<file path="src/rtl/wishbone_uart_rx_lite.sv">
// Wishbone-slave 8N1 UART receiver with a small receive FIFO and a status register.
module wishbone_uart_rx_lite #(
  parameter int unsigned ClkFreq   = 20000000,
  parameter int unsigned BaudRate  = 115200,
  parameter int unsigned FifoDepth = 4
) (
  input  logic        clk,
  input  logic        resetn,
  input  logic        ser_rx,
  input  logic [31:0] wishbone_addr_i,
  input  logic [31:0] wishbone_data_i,
  input  logic        wishbone_we_i,
  input  logic [3:0]  wishbone_sel_i,
  input  logic        wishbone_stb_i,
  input  logic        wishbone_cyc_i,
  output logic [31:0] wishbone_data_o,
  output logic        wishbone_ack_o,
  output logic        rx_irq
);

  localparam int unsigned Div    = ClkFreq / BaudRate;
  localparam int unsigned Half   = Div / 2;
  localparam int unsigned CntW   = 16;
  localparam int unsigned AddrW  = $clog2(FifoDepth);
  localparam int unsigned CountW = AddrW + 1;

  localparam logic [CntW-1:0]   DivLast   = CntW'(Div - 1);
  localparam logic [CntW-1:0]   HalfCnt   = CntW'(Half);
  localparam logic [CountW-1:0] FullCount = CountW'(FifoDepth);

  typedef enum logic [1:0] {R_IDLE, R_START, R_DATA, R_STOP} rx_state_t;
  typedef enum logic {B_IDLE, B_ACK} bus_state_t;

  // ---------------------------------------------------------------------------
  // Input synchronizer
  // ---------------------------------------------------------------------------
  logic rx_meta;
  logic rxs;

  // Two-flop synchronizer for the asynchronous serial line; idles high.
  always_ff @(posedge clk) begin
    if (!resetn) begin
      rx_meta <= 1'b1;
      rxs     <= 1'b1;
    end else begin
      rx_meta <= ser_rx;
      rxs     <= rx_meta;
    end
  end

  // ---------------------------------------------------------------------------
  // Receive FSM
  // ---------------------------------------------------------------------------
  rx_state_t         rx_state, rx_state_nxt;
  logic [CntW-1:0]   cnt, cnt_nxt;
  logic [2:0]        bit_idx, bit_idx_nxt;
  logic [7:0]        shift, shift_nxt;
  logic              stop_ok_c;
  logic              stop_bad_c;

  // Receive state register and bit-timing datapath.
  always_ff @(posedge clk) begin
    if (!resetn) begin
      rx_state <= R_IDLE;
      cnt      <= '0;
      bit_idx  <= '0;
      shift    <= '0;
    end else begin
      rx_state <= rx_state_nxt;
      cnt      <= cnt_nxt;
      bit_idx  <= bit_idx_nxt;
      shift    <= shift_nxt;
    end
  end

  // Next-state logic: mid-bit sampling of start, data and stop bits.
  always_comb begin
    rx_state_nxt = rx_state;
    cnt_nxt      = cnt;
    bit_idx_nxt  = bit_idx;
    shift_nxt    = shift;
    stop_ok_c    = 1'b0;
    stop_bad_c   = 1'b0;
    unique case (rx_state)
      R_IDLE: begin
        if (!rxs) begin
          rx_state_nxt = R_START;
          cnt_nxt      = '0;
        end
      end
      R_START: begin
        if (cnt == HalfCnt) begin
          cnt_nxt = '0;
          if (!rxs) begin
            rx_state_nxt = R_DATA;
            bit_idx_nxt  = '0;
          end else begin
            rx_state_nxt = R_IDLE;
          end
        end else begin
          cnt_nxt = cnt + CntW'(1);
        end
      end
      R_DATA: begin
        if (cnt == DivLast) begin
          shift_nxt[bit_idx] = rxs;
          cnt_nxt            = '0;
          bit_idx_nxt        = bit_idx + 3'd1;
          if (bit_idx == 3'd7) begin
            rx_state_nxt = R_STOP;
          end
        end else begin
          cnt_nxt = cnt + CntW'(1);
        end
      end
      R_STOP: begin
        if (cnt == DivLast) begin
          stop_ok_c    = rxs;
          stop_bad_c   = ~rxs;
          cnt_nxt      = '0;
          rx_state_nxt = R_IDLE;
        end else begin
          cnt_nxt = cnt + CntW'(1);
        end
      end
      default: rx_state_nxt = R_IDLE;
    endcase
  end

  // ---------------------------------------------------------------------------
  // Receive FIFO and sticky error flags
  // ---------------------------------------------------------------------------
  logic [7:0]        mem [FifoDepth];
  logic [AddrW-1:0]  wr_ptr, rd_ptr;
  logic [CountW-1:0] count;
  logic              overrun, frame_err;
  logic              nonempty_c, full_c;
  logic              push_c, pop_c, ovr_set_c;
  logic              clr_ovr_c, clr_fe_c;

  assign nonempty_c = (count != '0);
  assign full_c     = (count == FullCount);
  // A pop in the same cycle frees a slot, so a full FIFO still accepts the byte.
  assign push_c     = stop_ok_c & (~full_c | pop_c);
  assign ovr_set_c  = stop_ok_c & full_c & ~pop_c;

  // FIFO storage; no reset needed since entries are only read behind count.
  always_ff @(posedge clk) begin
    if (push_c) begin
      mem[wr_ptr] <= shift;
    end
  end

  // FIFO pointers and occupancy.
  always_ff @(posedge clk) begin
    if (!resetn) begin
      wr_ptr <= '0;
      rd_ptr <= '0;
      count  <= '0;
    end else begin
      if (push_c) wr_ptr <= wr_ptr + AddrW'(1);
      if (pop_c)  rd_ptr <= rd_ptr + AddrW'(1);
      unique case ({push_c, pop_c})
        2'b10:   count <= count + CountW'(1);
        2'b01:   count <= count - CountW'(1);
        default: count <= count;
      endcase
    end
  end

  // Sticky error flags; a set event beats a software clear in the same cycle.
  always_ff @(posedge clk) begin
    if (!resetn) begin
      overrun   <= 1'b0;
      frame_err <= 1'b0;
    end else begin
      overrun   <= (overrun & ~clr_ovr_c) | ovr_set_c;
      frame_err <= (frame_err & ~clr_fe_c) | stop_bad_c;
    end
  end

  // ---------------------------------------------------------------------------
  // Wishbone slave
  // ---------------------------------------------------------------------------
  bus_state_t  b_state, b_state_nxt;
  logic        accept_c;
  logic        sel_status_c;
  logic [31:0] rd_data_c;
  logic        unused_c;

  assign sel_status_c = wishbone_addr_i[2];
  assign pop_c        = accept_c & ~wishbone_we_i & ~sel_status_c & nonempty_c;
  assign clr_ovr_c    = accept_c & wishbone_we_i & sel_status_c & wishbone_data_i[1];
  assign clr_fe_c     = accept_c & wishbone_we_i & sel_status_c & wishbone_data_i[2];
  assign unused_c     = ^{wishbone_sel_i, wishbone_addr_i[31:3], wishbone_addr_i[1:0],
                          wishbone_data_i[31:3], wishbone_data_i[0]};

  // Read-data mux: STATUS word or head byte tagged with the valid bit.
  always_comb begin
    rd_data_c = '0;
    if (sel_status_c) begin
      rd_data_c = {28'b0, full_c, frame_err, overrun, nonempty_c};
    end else if (nonempty_c) begin
      rd_data_c = {23'b0, 1'b1, mem[rd_ptr]};
    end
  end

  // Bus state register and registered bus/interrupt outputs.
  always_ff @(posedge clk) begin
    if (!resetn) begin
      b_state         <= B_IDLE;
      wishbone_ack_o  <= 1'b0;
      wishbone_data_o <= '0;
      rx_irq          <= 1'b0;
    end else begin
      b_state        <= b_state_nxt;
      wishbone_ack_o <= accept_c;
      if (accept_c) begin
        wishbone_data_o <= rd_data_c;
      end
      rx_irq <= nonempty_c;
    end
  end

  // Bus next-state: accept one request in B_IDLE, acknowledge it in B_ACK.
  always_comb begin
    b_state_nxt = b_state;
    accept_c    = 1'b0;
    unique case (b_state)
      B_IDLE: begin
        if (wishbone_cyc_i & wishbone_stb_i) begin
          accept_c    = 1'b1;
          b_state_nxt = B_ACK;
        end
      end
      B_ACK:   b_state_nxt = B_IDLE;
      default: b_state_nxt = B_IDLE;
    endcase
  end

endmodule

</file>
<file path="config.mk">
export PLATFORM = sky130hd
export DESIGN_NAME = wishbone_uart_rx_lite
export DESIGN_NICKNAME = d
export VERILOG_FILES = /design/src/rtl/wishbone_uart_rx_lite.sv
export SDC_FILE = /design/constraint.sdc
export NUM_CORES = 1
export LEC_CHECK = 0
export BUFFER_PORTS_ARGS = -buffer_cell sky130_fd_sc_hd__buf_4
export CORE_MARGIN = 1.5
export CORE_UTILIZATION = 49
export CTS_BUF_LIST = sky130_fd_sc_hd__clkbuf_8
export DETAILED_ROUTE_END_ITERATION = 8
export GPL_TIMING_DRIVEN = 0
export HOLD_SLACK_MARGIN = 0.06
export PLACE_DENSITY = 0.78
export SYNTH_ARGS = -nofsm -noshare
export SYNTH_HDL_FRONTEND = slang
export SYNTH_SLANG_ARGS = --single-unit
</file>
<file path="constraint.sdc">
create_clock -name clk -period 2.4 [get_ports clk]
set_input_delay 0.48 -clock clk [delete_from_list [all_inputs] [get_ports clk]]
set_output_delay 0.48 -clock clk [all_outputs]
set_load 0.005 [all_outputs]
</file>
==> results_dict.tcl, run 1 <==
set metrics [dict create \
    status "completed" \
    cts_buffers 9 \
    crit_chain "inv_1 > ha_1 > nor3b_4 > nand4_4 > o21a_4 > inv_1 > fa_1 > o21bai_1 > a21oi_1" \
    vias 2837 \
    place_ws_ns -0.440 \
    cts_buffer_depth 2 \
    drv_cap 0 \
    netlist.area_leader.share_pct 26.5 \
    rsz0062_at_grt "true" \
    htreeDepth 3 \
    antenna_left 0 \
    hp-class "in -> reg" \
    die_w_um 93.4 \
    drt-total-wl_um 7620 \
    clkLatencyLatePin_ns 0.35 \
    row_count 32 \
    dp_hpwl_um 5360 \
    netlist_area_mm2 0.00400 \
    critical_path.max_stage_delay_ns 0.41 \
    required_ns 2.69 \
    fin_util_pct 59.2 \
    clkPwrFrac_pct 39.0 \
    crit_type "reg -> reg" \
    worstPathArrival_ns 2.56 \
    synthArstFlopShare_pct 0 \
    cp_common_cell "inv_1" \
    final_area_mm2 0.00462 \
    vdd_drop_max_v 0.000231 \
    ys_seq_area_share_pct 50.5 \
    drc 0 \
    cts-root-buf "clkbuf_8" \
    via_per_inst 5.35 \
    gp_congestion 0.893 \
    yosysTopAreaCell "dfxtp_1" \
    p_leak_nw 1.81 \
    synthTopCellsByCount "dfxtp_1, edfxtp_1, nand2_1, nor2_1, buf_4" \
    timing.final.ws_setup_ns 0.123 \
    slew_violations 0 \
    port_buffers 17 \
    p_per_area_mw_per_mm2 574 \
    clock.fmax_ghz 0.439 \
    relSlewSlack_pct 61.4 \
    clkTransAtPathRegs_ns 0.09 \
    ys_types 56 \
    worst_pin_slew_ns 0.577 \
    place_area_mm2 0.00434 \
    cts.sinks 85 \
    skew_ns 0.00907 \
    power_switching_w 0.000611 \
    antennaDiodeCount 0 \
    endpoint_kind "flop" \
    synthFlopType "dfxtp_1" \
    synth_cells 371 \
    min_period_over_period_pct 94.9 \
    pwr-share-comb_pct 4.7 \
    fin_crit_ns 2.28 \
    setup_viol 0 \
    die_y_um 93.4 \
    synth_edf_count 32 \
    intPower_w 0.00204 \
    cp-start-kind "flop" \
    seq_area_mm2 0.00202 \
    die_area_mm2 0.00872 \
    area_growth_pct 15.4 \
    grt_pass1_vias 2743 \
    drt_iter0_drc 147 \
    drive_gt1_share_pct 21.5 \
    synth.most_common_cell "dfxtp_1" \
    start_util_pct 51.3 \
    antenna_found_initial 0 \
    multi_input_area_mm2 0.00182 \
    first_pass_iters 4 \
    avgSynthCellArea_um2 10.8 \
    ys_ff_latch 85 \
    grt_max_degree 17 \
    finalNetCount 507 \
    hold_violations 0 \
    grt_pass1_wl_um 12800 \
    critPathSlowestCell "fa_1" \
    synthTopCellsByArea "dfxtp_1, edfxtp_1, mux4_2, buf_4, mux2i_1" \
    swShare_pct 23.0 \
    wire_per_inst_um 14.4 \
    worstPathMaxFanout 7 \
    power_frac_seq_pct 56.3 \
    track_usage_pct 19.1 \
    num-fill-cells 624 \
    core_area_mm2 0.00781 \
    total_power_w 0.00265 \
    cts_tree "built" \
    io_pins 108 \
    ys_warn_count 0 \
    grt-ovfl-total 0 \
]
==> metal layers <==
layer / share of wire (%) / GRT usage, %
met5: 0 / 0
met3: 4.8 / 4.15
met4: 2.3 / 6.94
met1: 45 / 24.6
met2: 48 / 31.6
==> per-stage QoR <==
step	instances	hold WS (ns)	TNS, ns
after floorplan	393	0.386	0
after global placement	512	0.423	-13.00
after detailed placement	512	0.426	-14.20
after CTS	528	0.300	0
after global routing	530	0.321	-0.00919
final	530	0.313	0
==> cell type report <==
class	count	share of cell area, %
sequential	85	43.8
multi-input combinational	255	39.5
buffer	42	5.55
timing repair buffer	19	3.09
tap	102	2.76
clock buffer	9	2.68
clock inverter	7	1.76
inverter	11	0.894
==> flip-flops by register name (all words and copies together), names as in the netlist, 2 cells and up, named ones only <==
signal           flops
mem                 32
wishbone_data_o      9
shift                8
rd_ptr               2
bit_idx              3
count                3
wr_ptr               2
cnt                 16
==> critical path, delay by kind of cell, from the launching register on <==
kind,cells,cell delay [ns]
adders and majority gates,2,0.58
and+or+nand+nor,2,0.50
AOI/OAI and AO/OA,3,0.57
DFF,1,0.35
buffers and inverters,2,0.20
==> kinds of logic (layout without fill, tap and decap cells) <==
family                   after synthesis  count (layout)  synth area share [%]
other                                  1              23                0.0937
adder cells (fa/ha/maj)               10              10                  3.31
XOR/XNOR                               4               4                 0.875
AND/OR/NAND/NOR                      148             148                  21.6
AO/OA/AOI/OAI                         50              50                  8.72
multiplexers                          20              20                  7.50
flip-flops                            85              85                  50.5
buffers and inverters                 53              88                  7.44
==> power groups by stage <==
stage / Sequential (W) / Combinational [W] / Clock [W]
2_1_floorplan: 0.00153 / 0.0000867 / 0
4_1_cts: 0.00149 / 0.000119 / 0.00105
5_1_grt: 0.00149 / 0.000138 / 0.00111
3_5_place_dp: 0.00153 / 0.000117 / 0
6_report: 0.00149 / 0.000123 / 0.00103
3_3_place_gp: 0.00153 / 0.000115 / 0
==> path summary, 6_finish.rpt <==
kind | startpoint | endpoint | slack (ns) | depth (start not counted)
worst max-delay path | cnt[0]$_SDFFE_PN0P_ | count[1]$_SDFFE_PN0P_ | 0.12 | 9
worst min-delay path | ser_rx | rx_meta$_SDFF_PN1_ | 0.31 | 2
worst max register to register | cnt[0]$_SDFFE_PN0P_ | count[1]$_SDFFE_PN0P_ | 0.12 | 9
worst min register to register | rx_meta$_SDFF_PN1_ | rxs$_SDFF_PN1_ | 0.43 | 1
==> placed cells by master (no fill, tap or decap), types with 3 or more instances in the layout <==
cell type,n
ha_1,9
mux2i_1,12
or3_1,11
nand4_1,5
o21a_1,3
mux4_2,8
nand2_1,31
nand3_1,17
a21oi_1,14
conb_1,23
dfxtp_1,53
clkbuf_1,12
a22oi_1,5
edfxtp_1,32
nor3_1,10
nor4_4,3
xnor2_1,3
and3_1,8
nand2b_1,4
a31oi_1,4
inv_1,11
buf_2,4
buf_4,42
o21ai_0,6
and2_2,4
and4_1,4
clkbuf_8,9
nor2_1,30
==> timing repair <==
item	in CTS	in global routing
pin swaps	0	1
endpoints found under the setup margin	34	41
buffers inserted	0	2
hold buffers	0	0
gates resized for setup	6	8
Note: power is estimated with default switching activity, not from simulation.
==> run 2: changes to the inputs <==
- CTS_CLUSTER_SIZE: not set -> 30
- GPL_ROUTABILITY_DRIVEN: not set -> 0
- REMOVE_ABC_BUFFERS: not set -> 1
==> run 2 against run 1 <==
Effect of this change: final cell count down 7.2%; global-route usage down 2.3 points; sequential cell count unchanged; via count down 4.8%; setup slack worse by 0.028 ns; largest power group unchanged; core utilization down 2.9 points; critical path depth unchanged; worst hold slack worse by 0.0021 ns; non-clock buffer count down 38; sequential share of layout area up 2.2 points.
==> results_dict.tcl, run 2 (synthesized netlist as in run 1, its figures left out) <==
set metrics [dict create \
    status "completed" \
    hold_depth 2 \
    total_power_w 0.00259 \
    crit_type "reg -> reg" \
    timing.final.ws_setup_ns 0.0946 \
    cp-start-kind "flop" \
    clock.fmax_ghz 0.434 \
    fin_crit_ns 2.31 \
    io_pins 108 \
    grt_util_met1_pct 20.1 \
    drv_cap 0 \
    vias 2702 \
    seq_area_mm2 0.00202 \
    min_period_over_period_pct 96.1 \
    drt-total-wl_um 7000 \
    die_w_um 93.4 \
    relSlewSlack_pct 37.4 \
    worstHoldStart "ser_rx" \
    place_ws_ns -0.788 \
    die_y_um 93.4 \
    r2r-end "count[1]$_SDFFE_PN0P_" \
    die_area_mm2 0.00872 \
    required_ns 2.68 \
    worstReg2RegStart "cnt[0]$_SDFFE_PN0P_" \
    drc 0 \
    worst-r2r-setup-slack_ns 0.09 \
    skew_ns 0.0172 \
    p_per_area_mw_per_mm2 589 \
    p_leak_nw 1.65 \
    drive_gt1_share_pct 17.7 \
    port_buffers 19 \
    finalNetCount 469 \
    vdd_drop_max_v 0.000350 \
    cts.sinks 85 \
    worst_pin_slew_ns 0.937 \
    rsz0062_at_grt "false" \
    htreeDepth 3 \
    hp-class "in -> reg" \
    via_per_inst 5.49 \
    cts-root-buf "clkbuf_8" \
    slew_violations 0 \
    largest-register "mem" \
    wire_per_inst_um 14.2 \
    cts_buffers 9 \
    largestRegisters "mem x32, cnt x16, wishbone_data_o x9" \
    first_pass_iters 5 \
    multi_input_area_mm2 0.00183 \
    antenna_found_initial 0 \
    clkLatencyLatePin_ns 0.36 \
    hold_end "rx_meta$_SDFF_PN1_" \
    grt_pass1_vias 2440 \
    grt_util_met2_pct 28.3 \
    dp_hpwl_um 4670 \
    antenna_left 0 \
    antennaDiodeCount 0 \
    area_growth_pct 9.81 \
    top_usage_layer "met2" \
    row_count 32 \
    cts_buffer_depth 2 \
    core_area_mm2 0.00781 \
    largest_reg_flops 32 \
    final_common_cell "dfxtp_1" \
    hold_violations 0 \
    start_util_pct 51.3 \
    grt_max_degree 30 \
    clkTransAtPathRegs_ns 0.10 \
    worstPathMaxFanout 6 \
    track_usage_pct 16.8 \
    grtUsageMet3_pct 5.45 \
    num-fill-cells 627 \
    layout_common_cells "dfxtp_1, edfxtp_1, nand2_1" \
    grt-ovfl-total 0 \
    worstPathArrival_ns 2.59 \
    cts_tree "built" \
    reg2reg_depth 9 \
    endpoint_kind "flop" \
    drt_iter0_drc 189 \
    grt_pass1_wl_um 11200 \
    setup_viol 0 \
]
==> run 2: cell count changes in the layout (fill, tap and decap cells not counted), sizes merged <==
cell	before	now
clkbuf	21	9
bufinv	1	0
clkinv	3	5
inv	14	13
buf	49	23
==> run 2: area by class of cell <==
type | count | share of cell area, %
timing repair buffer | 23 | 3.93
tap | 102 | 2.90
clock buffer | 9 | 2.82
clock inverter | 7 | 1.85
multi-input combinational | 255 | 41.6
inverter | 11 | 0.939
sequential | 85 | 46.0
==> run 2: worst max-delay path by stage <==
stage / to / from / slack (ns)
after global placement: mem[3][1]$_DFFE_PP_ / wishbone_stb_i / -0.74
after global routing: count[1]$_SDFFE_PN0P_ / cnt[8]$_SDFFE_PN0P_ / 0.004
after detailed placement: mem[0][1]$_DFFE_PP_ / wishbone_stb_i / -0.79
final: count[1]$_SDFFE_PN0P_ / cnt[0]$_SDFFE_PN0P_ / 0.09
after floorplan: count[2]$_SDFFE_PN0P_ / wishbone_stb_i / 0.009
after CTS: mem[0][4]$_DFFE_PP_ / cnt[0]$_SDFFE_PN0P_ / 0.03
==> run 2: critical path, stage by stage (launching register included) <==
cell,delay (ns)
dfxtp_1,0.36
inv_2,0.09
ha_1,0.17
nor3b_4,0.28
nand4_4,0.21
o21a_4,0.29
inv_1,0.09
fa_1,0.42
o21bai_1,0.17
a21oi_1,0.14
==> run 2: metal layers <==
| metal | vias up | wire [um] |
|---|---|---|
| met5 | - | 0 |
| met4 | 0 | 73 |
| met3 | 6 | 423 |
| li1 | 1327 | - |
| met2 | 88 | 3490 |
| met1 | 1281 | 3010 |
==> run 2: repair_timing <==
action | in CTS | in global routing
gates cloned | 0 | 0
hold buffers | 0 | 0
endpoints found under the hold margin | 0 | 0
pin swaps | 0 | 2
setup buffers | 1 | 3
endpoints found under the setup margin | 36 | 39
resized for setup | 5 | 11
==> run 2: power breakdown <==
part	switching [W]	internal, W
Clock	0.000591	0.000413
Sequential	0.00000679	0.00149
Combinational	0.0000599	0.0000299
==> run 2: metrics by stage <==
stage | instances | setup TNS, ns | instance area (um^2) | hold slack (ns) | utilization [%]
6_report | 492 | 0 | 4400 | 0.310 | 56.3
5_1_grt | 492 | 0 | 4400 | 0.292 | 56.3
4_1_cts | 489 | 0 | 4340 | 0.299 | 55.6
3_5_place_dp | 472 | -25.78 | 4100 | 0.402 | 52.5
3_3_place_gp | 472 | -25.05 | 4100 | 0.397 | 52.5
2_1_floorplan | 351 | 0 | 3830 | 0.386 | -
==> run 3: changes to the inputs <==
- PLACE_DENSITY: 0.78 -> not set
- PLACE_DENSITY_LB_ADDON: not set -> 0.25
==> run 3 against run 2 <==
Effect of this change: maximum frequency increased by 3.4%; worst hold slack got worse by 0.0073 ns; register-to-register slack improved by 0.08 ns; non-clock buffer count increased by 1; clock power increased by 15%; wire length increased by 3.1%; clock skew decreased by 0.0058 ns; sequential share of layout area decreased by 0.10 points; power increased by 5.6%; setup slack improved by 0.077 ns; highest routed layer unchanged.
==> results_dict.tcl, run 3 (synthesized netlist as in run 1, its figures left out) <==
set metrics [dict create \
    status "completed" \
    antenna_left 0 \
    htreeDepth 3 \
    core_area_mm2 0.00781 \
    grt-ovfl-total 0 \
    num-fill-cells 657 \
    dp_hpwl_um 4780 \
    cp-start-kind "flop" \
    cts_tree "built" \
    wire_per_inst_um 14.6 \
    vdd_drop_max_v 0.000276 \
    endpoint_kind "flop" \
    cts.sinks 85 \
    largest-register "mem" \
    grt_pass1_vias 2435 \
    p_leak_nw 1.66 \
    worstPathMaxFanout 8 \
    hp-class "in -> reg" \
    drt-total-wl_um 7220 \
    place_ws_ns -0.810 \
    clock.fmax_ghz 0.449 \
    die_area_mm2 0.00872 \
    required_ns 2.41 \
    setup_viol 0 \
    clkTransAtPathRegs_ns 0.09 \
    skew_ns 0.0114 \
    port_buffers 19 \
    largest_reg_flops 32 \
    largestRegisters "mem x32, cnt x16, wishbone_data_o x9" \
    cts_buffers 9 \
    die_w_um 93.4 \
    first_pass_iters 4 \
    via_per_inst 5.47 \
    slew_violations 0 \
    worstPathArrival_ns 2.24 \
    drv_cap 0 \
    crit_type "reg -> reg" \
    area_growth_pct 10.2 \
    total_power_w 0.00274 \
    timing.final.ws_setup_ns 0.171 \
    die_y_um 93.4 \
    min_period_over_period_pct 92.9 \
    drc 0 \
    drt_iter0_drc 153 \
    track_usage_pct 17.7 \
    final_common_cell "dfxtp_1" \
    rsz0062_at_grt "true" \
    grt_max_degree 30 \
    cts-root-buf "clkbuf_8" \
    clkLatencyLatePin_ns 0.35 \
    row_count 32 \
    vias 2697 \
    io_pins 108 \
    hold_violations 0 \
    antenna_found_initial 0 \
    worst_pin_slew_ns 0.972 \
    cts_buffer_depth 2 \
    antennaDiodeCount 0 \
    p_per_area_mw_per_mm2 620 \
    ctsHoldBuffers 0 \
    layout_common_cells "dfxtp_1, edfxtp_1, nand2_1" \
    whs_ns 0.303 \
    relSlewSlack_pct 35.2 \
    drive_gt1_share_pct 16.9 \
    fin_crit_ns 2.23 \
    finalNetCount 470 \
    grt_pass1_wl_um 11700 \
    start_util_pct 51.3 \
]
run 3: cell types whose count changed in the layout (fill, tap and decap cells not counted), sizes merged:
cell	change
bufinv	+2
inv	+1
buf	+1
clkinv	-3
run 3: final timing paths:
kind / from / endpoint / slack, ns / depth (start not counted)
min: ser_rx / rx_meta$_SDFF_PN1_ / 0.30 / 2
max reg2reg: cnt[0]$_SDFFE_PN0P_ / mem[2][0]$_DFFE_PP_ / 0.17 / 6
max: cnt[0]$_SDFFE_PN0P_ / mem[2][0]$_DFFE_PP_ / 0.17 / 6
min reg2reg: rx_meta$_SDFF_PN1_ / rxs$_SDFF_PN1_ / 0.42 / 1
run 3: cell type report:
| class | instances | area [um^2] | share of cell area [%] |
|---|---|---|---|
| clock buffers | 9 | 124 | 2.81 |
| clock inverters | 7 | 104 | 2.35 |
| inverters | 11 | 41.3 | 0.936 |
| multi-input cells | 255 | 1810 | 41.0 |
| flip-flops and latches | 85 | 2020 | 45.9 |
| well taps | 102 | 128 | 2.89 |
| repair buffers | 24 | 180 | 4.08 |
run 3: where the power goes:
part | internal, W | total, W | switching, W
clock | 0.000601 | 0.00115 | 0.000546
combinational | 0.0000312 | 0.0000923 | 0.0000611
sequential | 0.00149 | 0.00150 | 0.00000639
total | 0.00212 | 0.00274 | 0.000614
run 3: what timing repair did:
| action | in CTS | in global routing |
|---|---|---|
| buffers inserted | 1 | 4 |
| gates resized for setup | 4 | 7 |
| endpoints found under the hold margin | 0 | 0 |
| pin swaps | 0 | 5 |
| endpoints found under the setup margin | 36 | 44 |
run 3: per-layer routing:
metal  global-route usage, %  share of wire (%)
met4                    7.20                1.4
met2                    27.9                 46
met5                       0                  0
met1                    23.0                 48
met3                    4.80                4.5
run 3: metrics by stage:
step	utilization, %	TNS [ns]	std cells	cell area (um^2)
after CTS	55.8	0	489	4360
after global placement	52.5	-28.42	472	4100
after floorplan	-	0	351	3830
after global routing	56.5	-0.0331	493	4410
after detailed placement	52.5	-27.17	472	4100
final	56.5	0	493	4410
run 3: worst max-delay path: stages, from the launching register on:
cell	delay [ns]
dfxtp_2	0.35
inv_2	0.08
ha_1	0.15
nor3b_4	0.27
nand4_4	0.21
nor3b_4	0.38
and2_1	0.44
